**src/rtl/branch_resolve_if.sv**
```systemverilog
// ---------------------------------------------------------------------------
// branch_resolve_if
// Groups the upstream op handshake, the downstream result handshake and the
// flush/statistics outputs of the branch resolution block.
//   master : the environment side. It drives the op and out_ready, and
//            observes the results.
//   slave  : the branch_resolve block itself.
// Signals:
//   in_valid/in_ready        upstream op handshake
//   funct3, zero/neg/negu    branch condition code and comparator flags
//   pred_taken               front-end prediction for the op
//   pc, imm                  branch PC and sign-extended offset
//   out_valid/out_ready      downstream result handshake
//   taken/mispredict/illegal resolved outcome
//   redirect_pc              correct next PC
//   flush                    squash younger front-end instructions
//   mispredict_cnt           saturating misprediction count
// ---------------------------------------------------------------------------
interface branch_resolve_if #(
  parameter int BUS_WIDTH = 64
);
  logic                 in_valid;
  logic                 in_ready;
  logic [2:0]           funct3;
  logic                 zero;
  logic                 neg;
  logic                 negu;
  logic                 pred_taken;
  logic [BUS_WIDTH-1:0] pc;
  logic [BUS_WIDTH-1:0] imm;
  logic                 out_valid;
  logic                 out_ready;
  logic                 taken;
  logic                 mispredict;
  logic                 illegal;
  logic [BUS_WIDTH-1:0] redirect_pc;
  logic                 flush;
  logic [31:0]          mispredict_cnt;

  modport master (
    output in_valid, funct3, zero, neg, negu, pred_taken, pc, imm, out_ready,
    input  in_ready, out_valid, taken, mispredict, illegal, redirect_pc,
           flush, mispredict_cnt
  );

  modport slave (
    input  in_valid, funct3, zero, neg, negu, pred_taken, pc, imm, out_ready,
    output in_ready, out_valid, taken, mispredict, illegal, redirect_pc,
           flush, mispredict_cnt
  );
endinterface

```
**src/rtl/branch_resolve.sv**
```systemverilog
// ---------------------------------------------------------------------------
// branch_resolve
// Resolves a conditional branch from comparator flags. The block computes the
// correct next PC and compares the outcome against the front-end prediction.
// A result is registered one cycle after acceptance. It is held until the
// downstream side consumes it. A consumed misprediction opens a flush window
// of FLUSH_CYCLES cycles, during which no new op is accepted.
// Ports:
//   clk    rising-edge clock
//   rst_n  asynchronous active-low reset
//   bus    branch_resolve_if.slave (op in, result out, flush, statistics)
// Parameters:
//   BUS_WIDTH     width of PC, offset and redirect address
//   FLUSH_CYCLES  flush window length, 1..15
// ---------------------------------------------------------------------------
module branch_resolve #(
  parameter int BUS_WIDTH    = 64,
  parameter int FLUSH_CYCLES = 2
) (
  input  logic             clk,
  input  logic             rst_n,
  branch_resolve_if.slave  bus
);

  typedef enum logic [1:0] {
    IDLE  = 2'd0,
    HOLD  = 2'd1,
    FLUSH = 2'd2
  } state_t;

  localparam logic [3:0] FLUSH_LOAD = 4'(FLUSH_CYCLES - 1);

  state_t               state_q;
  logic                 out_valid_q;
  logic                 flush_q;
  logic                 taken_q;
  logic                 mispredict_q;
  logic                 illegal_q;
  logic [BUS_WIDTH-1:0] redirect_pc_q;
  logic [31:0]          mispredict_cnt_q;
  logic [3:0]           flush_cnt_q;

  logic                 taken_d;
  logic                 illegal_d;
  logic                 mispredict_d;
  logic [BUS_WIDTH-1:0] redirect_pc_d;
  logic [BUS_WIDTH-1:0] target;
  logic [BUS_WIDTH-1:0] fall_through;
  logic                 in_ready;
  logic                 accept;

  // Resolve the incoming op combinationally. The result is captured only
  // when the op is accepted.
  always_comb begin
    taken_d   = 1'b0;
    illegal_d = 1'b0;
    case (bus.funct3)
      3'b000:  taken_d = bus.zero;
      3'b001:  taken_d = ~bus.zero;
      3'b100:  taken_d = bus.neg;
      3'b101:  taken_d = ~bus.neg;
      3'b110:  taken_d = bus.negu;
      3'b111:  taken_d = ~bus.negu;
      default: illegal_d = 1'b1;
    endcase
    // An unsupported condition is never reported as a misprediction.
    mispredict_d  = ~illegal_d & (taken_d ^ bus.pred_taken);
    // Both additions wrap modulo 2^BUS_WIDTH; the carry is dropped.
    target        = bus.pc + bus.imm;
    fall_through  = bus.pc + BUS_WIDTH'(4);
    redirect_pc_d = taken_d ? target : fall_through;
  end

  // A held misprediction must leave through FLUSH, so it blocks a
  // back-to-back accept even when downstream is ready.
  assign in_ready = (state_q == IDLE) |
                    ((state_q == HOLD) & bus.out_ready & ~mispredict_q);
  assign accept   = bus.in_valid & in_ready;

  always_ff @(posedge clk or negedge rst_n) begin
    if (!rst_n) begin
      state_q          <= IDLE;
      out_valid_q      <= 1'b0;
      flush_q          <= 1'b0;
      taken_q          <= 1'b0;
      mispredict_q     <= 1'b0;
      illegal_q        <= 1'b0;
      redirect_pc_q    <= '0;
      mispredict_cnt_q <= '0;
      flush_cnt_q      <= '0;
    end else begin
      case (state_q)
        IDLE: begin
          if (accept) begin
            taken_q       <= taken_d;
            mispredict_q  <= mispredict_d;
            illegal_q     <= illegal_d;
            redirect_pc_q <= redirect_pc_d;
            out_valid_q   <= 1'b1;
            state_q       <= HOLD;
          end
        end
        HOLD: begin
          if (bus.out_ready) begin
            if (mispredict_q) begin
              state_q     <= FLUSH;
              out_valid_q <= 1'b0;
              flush_q     <= 1'b1;
              flush_cnt_q <= FLUSH_LOAD;
              if (mispredict_cnt_q != 32'hFFFF_FFFF) begin
                mispredict_cnt_q <= mispredict_cnt_q + 32'd1;
              end
            end else if (accept) begin
              // Back-to-back: replace the consumed result and stay valid.
              taken_q       <= taken_d;
              mispredict_q  <= mispredict_d;
              illegal_q     <= illegal_d;
              redirect_pc_q <= redirect_pc_d;
            end else begin
              out_valid_q <= 1'b0;
              state_q     <= IDLE;
            end
          end
        end
        FLUSH: begin
          // The counter starts at FLUSH_CYCLES-1. Flush therefore stays high
          // for exactly FLUSH_CYCLES cycles, counting the entry cycle.
          if (flush_cnt_q == 4'd0) begin
            flush_q <= 1'b0;
            state_q <= IDLE;
          end else begin
            flush_cnt_q <= flush_cnt_q - 4'd1;
          end
        end
        default: begin
          state_q     <= IDLE;
          out_valid_q <= 1'b0;
          flush_q     <= 1'b0;
        end
      endcase
    end
  end

  assign bus.in_ready       = in_ready;
  assign bus.out_valid      = out_valid_q;
  assign bus.flush          = flush_q;
  assign bus.taken          = taken_q;
  assign bus.mispredict     = mispredict_q;
  assign bus.illegal        = illegal_q;
  assign bus.redirect_pc    = redirect_pc_q;
  assign bus.mispredict_cnt = mispredict_cnt_q;

endmodule

```
**src/flat_wrapper.sv**
```systemverilog
// flat-port wrapper written by rule: the top's interface ports become plain ports
module branch_resolve_flat 
#(
  parameter int BUS_WIDTH    = 64,
  parameter int FLUSH_CYCLES = 2
)
  (clk, rst_n, bus_in_valid, bus_funct3, bus_zero, bus_neg, bus_negu, bus_pred_taken, bus_pc, bus_imm, bus_out_ready, bus_in_ready, bus_out_valid, bus_taken, bus_mispredict, bus_illegal, bus_redirect_pc, bus_flush, bus_mispredict_cnt);
  branch_resolve_if #(.BUS_WIDTH(BUS_WIDTH)) bus_i ();
  input  logic clk;
  input  logic rst_n;
  input wire logic [$bits(bus_i.in_valid)-1:0] bus_in_valid;
  input wire logic [$bits(bus_i.funct3)-1:0] bus_funct3;
  input wire logic [$bits(bus_i.zero)-1:0] bus_zero;
  input wire logic [$bits(bus_i.neg)-1:0] bus_neg;
  input wire logic [$bits(bus_i.negu)-1:0] bus_negu;
  input wire logic [$bits(bus_i.pred_taken)-1:0] bus_pred_taken;
  input wire logic [$bits(bus_i.pc)-1:0] bus_pc;
  input wire logic [$bits(bus_i.imm)-1:0] bus_imm;
  input wire logic [$bits(bus_i.out_ready)-1:0] bus_out_ready;
  output wire logic [$bits(bus_i.in_ready)-1:0] bus_in_ready;
  output wire logic [$bits(bus_i.out_valid)-1:0] bus_out_valid;
  output wire logic [$bits(bus_i.taken)-1:0] bus_taken;
  output wire logic [$bits(bus_i.mispredict)-1:0] bus_mispredict;
  output wire logic [$bits(bus_i.illegal)-1:0] bus_illegal;
  output wire logic [$bits(bus_i.redirect_pc)-1:0] bus_redirect_pc;
  output wire logic [$bits(bus_i.flush)-1:0] bus_flush;
  output wire logic [$bits(bus_i.mispredict_cnt)-1:0] bus_mispredict_cnt;
  assign bus_i.in_valid = bus_in_valid;
  assign bus_i.funct3 = bus_funct3;
  assign bus_i.zero = bus_zero;
  assign bus_i.neg = bus_neg;
  assign bus_i.negu = bus_negu;
  assign bus_i.pred_taken = bus_pred_taken;
  assign bus_i.pc = bus_pc;
  assign bus_i.imm = bus_imm;
  assign bus_i.out_ready = bus_out_ready;
  assign bus_in_ready = bus_i.in_ready;
  assign bus_out_valid = bus_i.out_valid;
  assign bus_taken = bus_i.taken;
  assign bus_mispredict = bus_i.mispredict;
  assign bus_illegal = bus_i.illegal;
  assign bus_redirect_pc = bus_i.redirect_pc;
  assign bus_flush = bus_i.flush;
  assign bus_mispredict_cnt = bus_i.mispredict_cnt;
  branch_resolve #(.BUS_WIDTH(BUS_WIDTH), .FLUSH_CYCLES(FLUSH_CYCLES)) u_core (.clk(clk), .rst_n(rst_n), .bus(bus_i));
endmodule
```
**config.mk**
```make
export PLATFORM = sky130hd
export DESIGN_NAME = branch_resolve_flat
export DESIGN_NICKNAME = d
export VERILOG_FILES = /design/src/rtl/branch_resolve_if.sv /design/src/rtl/branch_resolve.sv /design/src/flat_wrapper.sv
export SDC_FILE = /design/constraint.sdc
export NUM_CORES = 1
export LEC_CHECK = 0
export CORE_MARGIN = 1.5
export CORE_UTILIZATION = 46
export DETAILED_ROUTE_END_ITERATION = 7
export GPL_ROUTABILITY_DRIVEN = 0
export HOLD_SLACK_MARGIN = 0.1
export PLACE_DENSITY = 0.78
export SLEW_MARGIN = 30
export SYNTH_ARGS = -nofsm -noshare
export SYNTH_HDL_FRONTEND = slang
export SYNTH_SLANG_ARGS = --single-unit
```
**constraint.sdc**
```tcl
create_clock -name clk -period 2.3 [get_ports clk]
set_input_delay 0.23 -clock clk [delete_from_list [all_inputs] [get_ports clk]]
set_output_delay 0.23 -clock clk [all_outputs]
set_load 0.1 [all_outputs]
```
==> results.txt <==
TNS Setup -> -7.37 ns
commonest non-fill, non-tap cell in the layout -> buf_4
Slew @ Worst Pin -> 0.641 ns
Post-synth EDFFs -> 0
Slew Limit Fails -> 0
failing checks -> design-rule violations, negative setup slack
first-pass GRT wire length -> 67.4 mm
die width -> 149 microns
beginning of the critical path -> bus_pc[6]
final-report setup violation count -> 52
I/O Buffers -> 240
Final nets -> 2037
final instance area -> 17500 sq um
Mapped Nets -> 1460
most frequent cells in the layout -> buf_4, nand2_1, nor2_1, dfrtp_1, a21oi_1
synthesized area -> 9840 sq um
Slew headroom -> 0.569
Crit Path Max Fanout -> 5
FF+latch count, synth -> 107
Clock transition at path regs -> 0.08 ns
setup slack, reg-to-reg -> -0.16 ns
Std-Cell Rows -> 53
post-DR vias/cell -> 6.57
layout cells sized above 1 -> 0.477
CTS Buf Count -> 9
Initial DRC Count -> 1695
CTS tree -> yes
critical path class -> in2reg
Die ar. -> 22300 sq um
vias in the first global route -> 13100
Ys Warns -> 0
CTS sink count -> 107
arrival time at the worst endpoint -> 3.13 ns
Async S/R FF share, synth -> 1.00
worst clock skew -> 0.0232 ns
WP data required -> 2.59 ns
nature of the critical path endpoint -> register
detailed-placement wirelength estimate -> 29.2 mm
IR drop worst, VDD -> 0.000950 V
Final Power -> 15.7 mW
fin crit share -> 1.24
Pleak -> 7.92 nW
WHS -> 0.122 ns
core area -> 21000 sq um
M1 WL -> 17.5 mm
Top FF cell, synth -> dfrtp_1
RSZ-0062 raised after global routing -> yes
Die Span Y -> 149 microns
first drt pass iteration count -> 8
initial antenna violation count -> 2
CTS root buf -> clkbuf_16
Highest Clock Rate -> 0.351 GHz
post-synthesis sequential area ratio -> 0.272
DRC Markers -> 1
Hold Crit Start -> bus_pc[0]
GRT Util Overall -> 0.382
Avg Inst Size Synth -> 7.85 sq um
vias after detailed routing -> 13900
Initial Util -> 0.468
Final WS setup -> -0.547 ns
worst r2r src -> u_core.bus.mispredict_cnt[21]
ANT nets after route -> 0
clk_lat worst skew -> 0.38 ns
Cell variety after synth -> 75
MaxCap Viol Count -> 0
wire per inst -> 24.1 microns
total number of H-tree levels -> 3
minimum clock period -> 2.85 ns
Power Density -> 897 nW/um^2
Critical Path Source Type -> primary input
metal3 WL -> 5.84 mm
Hold Path Class -> in2reg
Layout area overhead -> 77.6%
total gr overflow -> 0
pin count of the biggest net entering global routing -> 58
met2 wire len -> 23.1 mm
placed cell areas -> 14900 sq um
num ports -> 241
routed wire length -> 51.0 mm
outcome -> finished, violations left
uppermost routed layer -> met4
Fin. Hold Viols -> 0
Post-Syn Instances -> 1254
maximum clock path buffer count -> 2
[routing by layer]
layer / up-vias / track usage
li1: 5697 / -
met1: 6514 / 0.449
met2: 1223 / 0.646
met3: 468 / 0.0798
met4: 0 / 0.221
met5: - / 0
[cell type report]
cell class | instances | area, sq um
clock buffers | 9 | 225
multi-input cells | 1068 | 8880
clock inverters | 7 | 78.8
inverters | 14 | 52.6
flip-flops and latches | 107 | 2730
repair buffers | 631 | 5160
diodes | 4 | 10.0
fillers | 1085 | 3540
well taps | 275 | 344
[final timing paths]
kind,endpoint,cells past startpoint
max,u_core.bus.redirect_pc[46],13
min,u_core.bus.redirect_pc[0],3
max reg2reg,u_core.bus.mispredict_cnt[30],10
min reg2reg,u_core.bus.mispredict_cnt[27],1
max in group asynchronous,u_core.bus.redirect_pc[47],3
min in group asynchronous,u_core.bus.mispredict_cnt[14],2
[worst max-delay path, stage by stage]
cell     delay [ns]
buf_2          0.12
buf_4          0.12
and4_1         0.20
buf_4          0.13
nand3_1        0.25
nor3_4         0.39
nor3b_4        0.34
buf_4          0.20
buf_12         0.12
nand2_1        0.07
xnor2_1        0.52
o21ai_1        0.21
nor3_1         0.20
[flip-flops by register name, summed over array words and instances (netlist names)]
signal and flops:
u_core.bus.flush 1, u_core.bus.illegal 1, u_core.bus.mispredict_cnt 32, u_core.flush_cnt_q 4, u_core.bus.out_valid 1, u_core.bus.taken 1
u_core.bus.redirect_pc 64, u_core.bus.mispredict 1, u_core.state_q 2
[stage by stage]
step | util | cells | worst slack, ns
final | 0.831 | 2115 | -0.547
after global placement | 0.709 | 2017 | -1.10
after detailed placement | 0.709 | 2017 | -1.16
after floorplan | - | 1254 | -0.552
after global routing | 0.831 | 2111 | -0.671
after CTS | 0.795 | 2084 | -0.210
[timing repair]
item | 4_1_cts | 5_1_grt
endpoints found under the setup margin | 63 | 57
hold buffers | 1 | 0
resized for setup | 528 | 177
buffers inserted | 55 | 33
endpoints found under the hold margin | 32 | 0
pin swaps | 170 | 139
[where the power goes]
group | internal [mW] | switching, mW | leakage [nW]
sequential | 2.56 | 0.482 | 1.30
combinational | 3.11 | 7.84 | 6.47
clock | 0.780 | 0.908 | 0.148
[cells by family (layout without fill, tap and decap cells)]
group | count (synthesis) | in the layout | synth area share
AO/OA/AOI/OAI | 370 | 370 | 0.232
other | 0 | 4 | 0
XOR/XNOR | 148 | 148 | 0.132
buffers and inverters | 79 | 661 | 0.0332
AND/OR/NAND/NOR | 476 | 476 | 0.238
adder cells (fa/ha/maj) | 67 | 67 | 0.0859
flip-flops | 107 | 107 | 0.272
multiplexers | 7 | 7 | 0.00737
[Yosys cell counts, types with 5 or more instances]
cell	count	area (sq um)
o22ai_1	5	31.3
a21o_1	48	360
nor2b_1	10	62.6
nor3_1	11	55.1
a31oi_1	12	75.1
inv_1	14	52.6
buf_2	9	45.0
nand2_1	141	529
and4_1	11	96.3
nand3_1	56	280
and3_1	20	125
xnor2_1	85	744
or3_1	7	43.8
clkbuf_1	49	184
o21bai_1	10	75.1
nand2b_1	10	62.6
ha_1	66	826
a21oi_1	126	631
a211oi_1	9	67.6
nor2_1	123	462
o31ai_1	8	60.1
dfrtp_1	107	2680
mux2i_1	5	50.1
and2_1	10	62.6
nand4_1	48	300
xor2_1	63	552
o21ai_0	98	490
No activity file was read; power rests on OpenSTA's default activity.
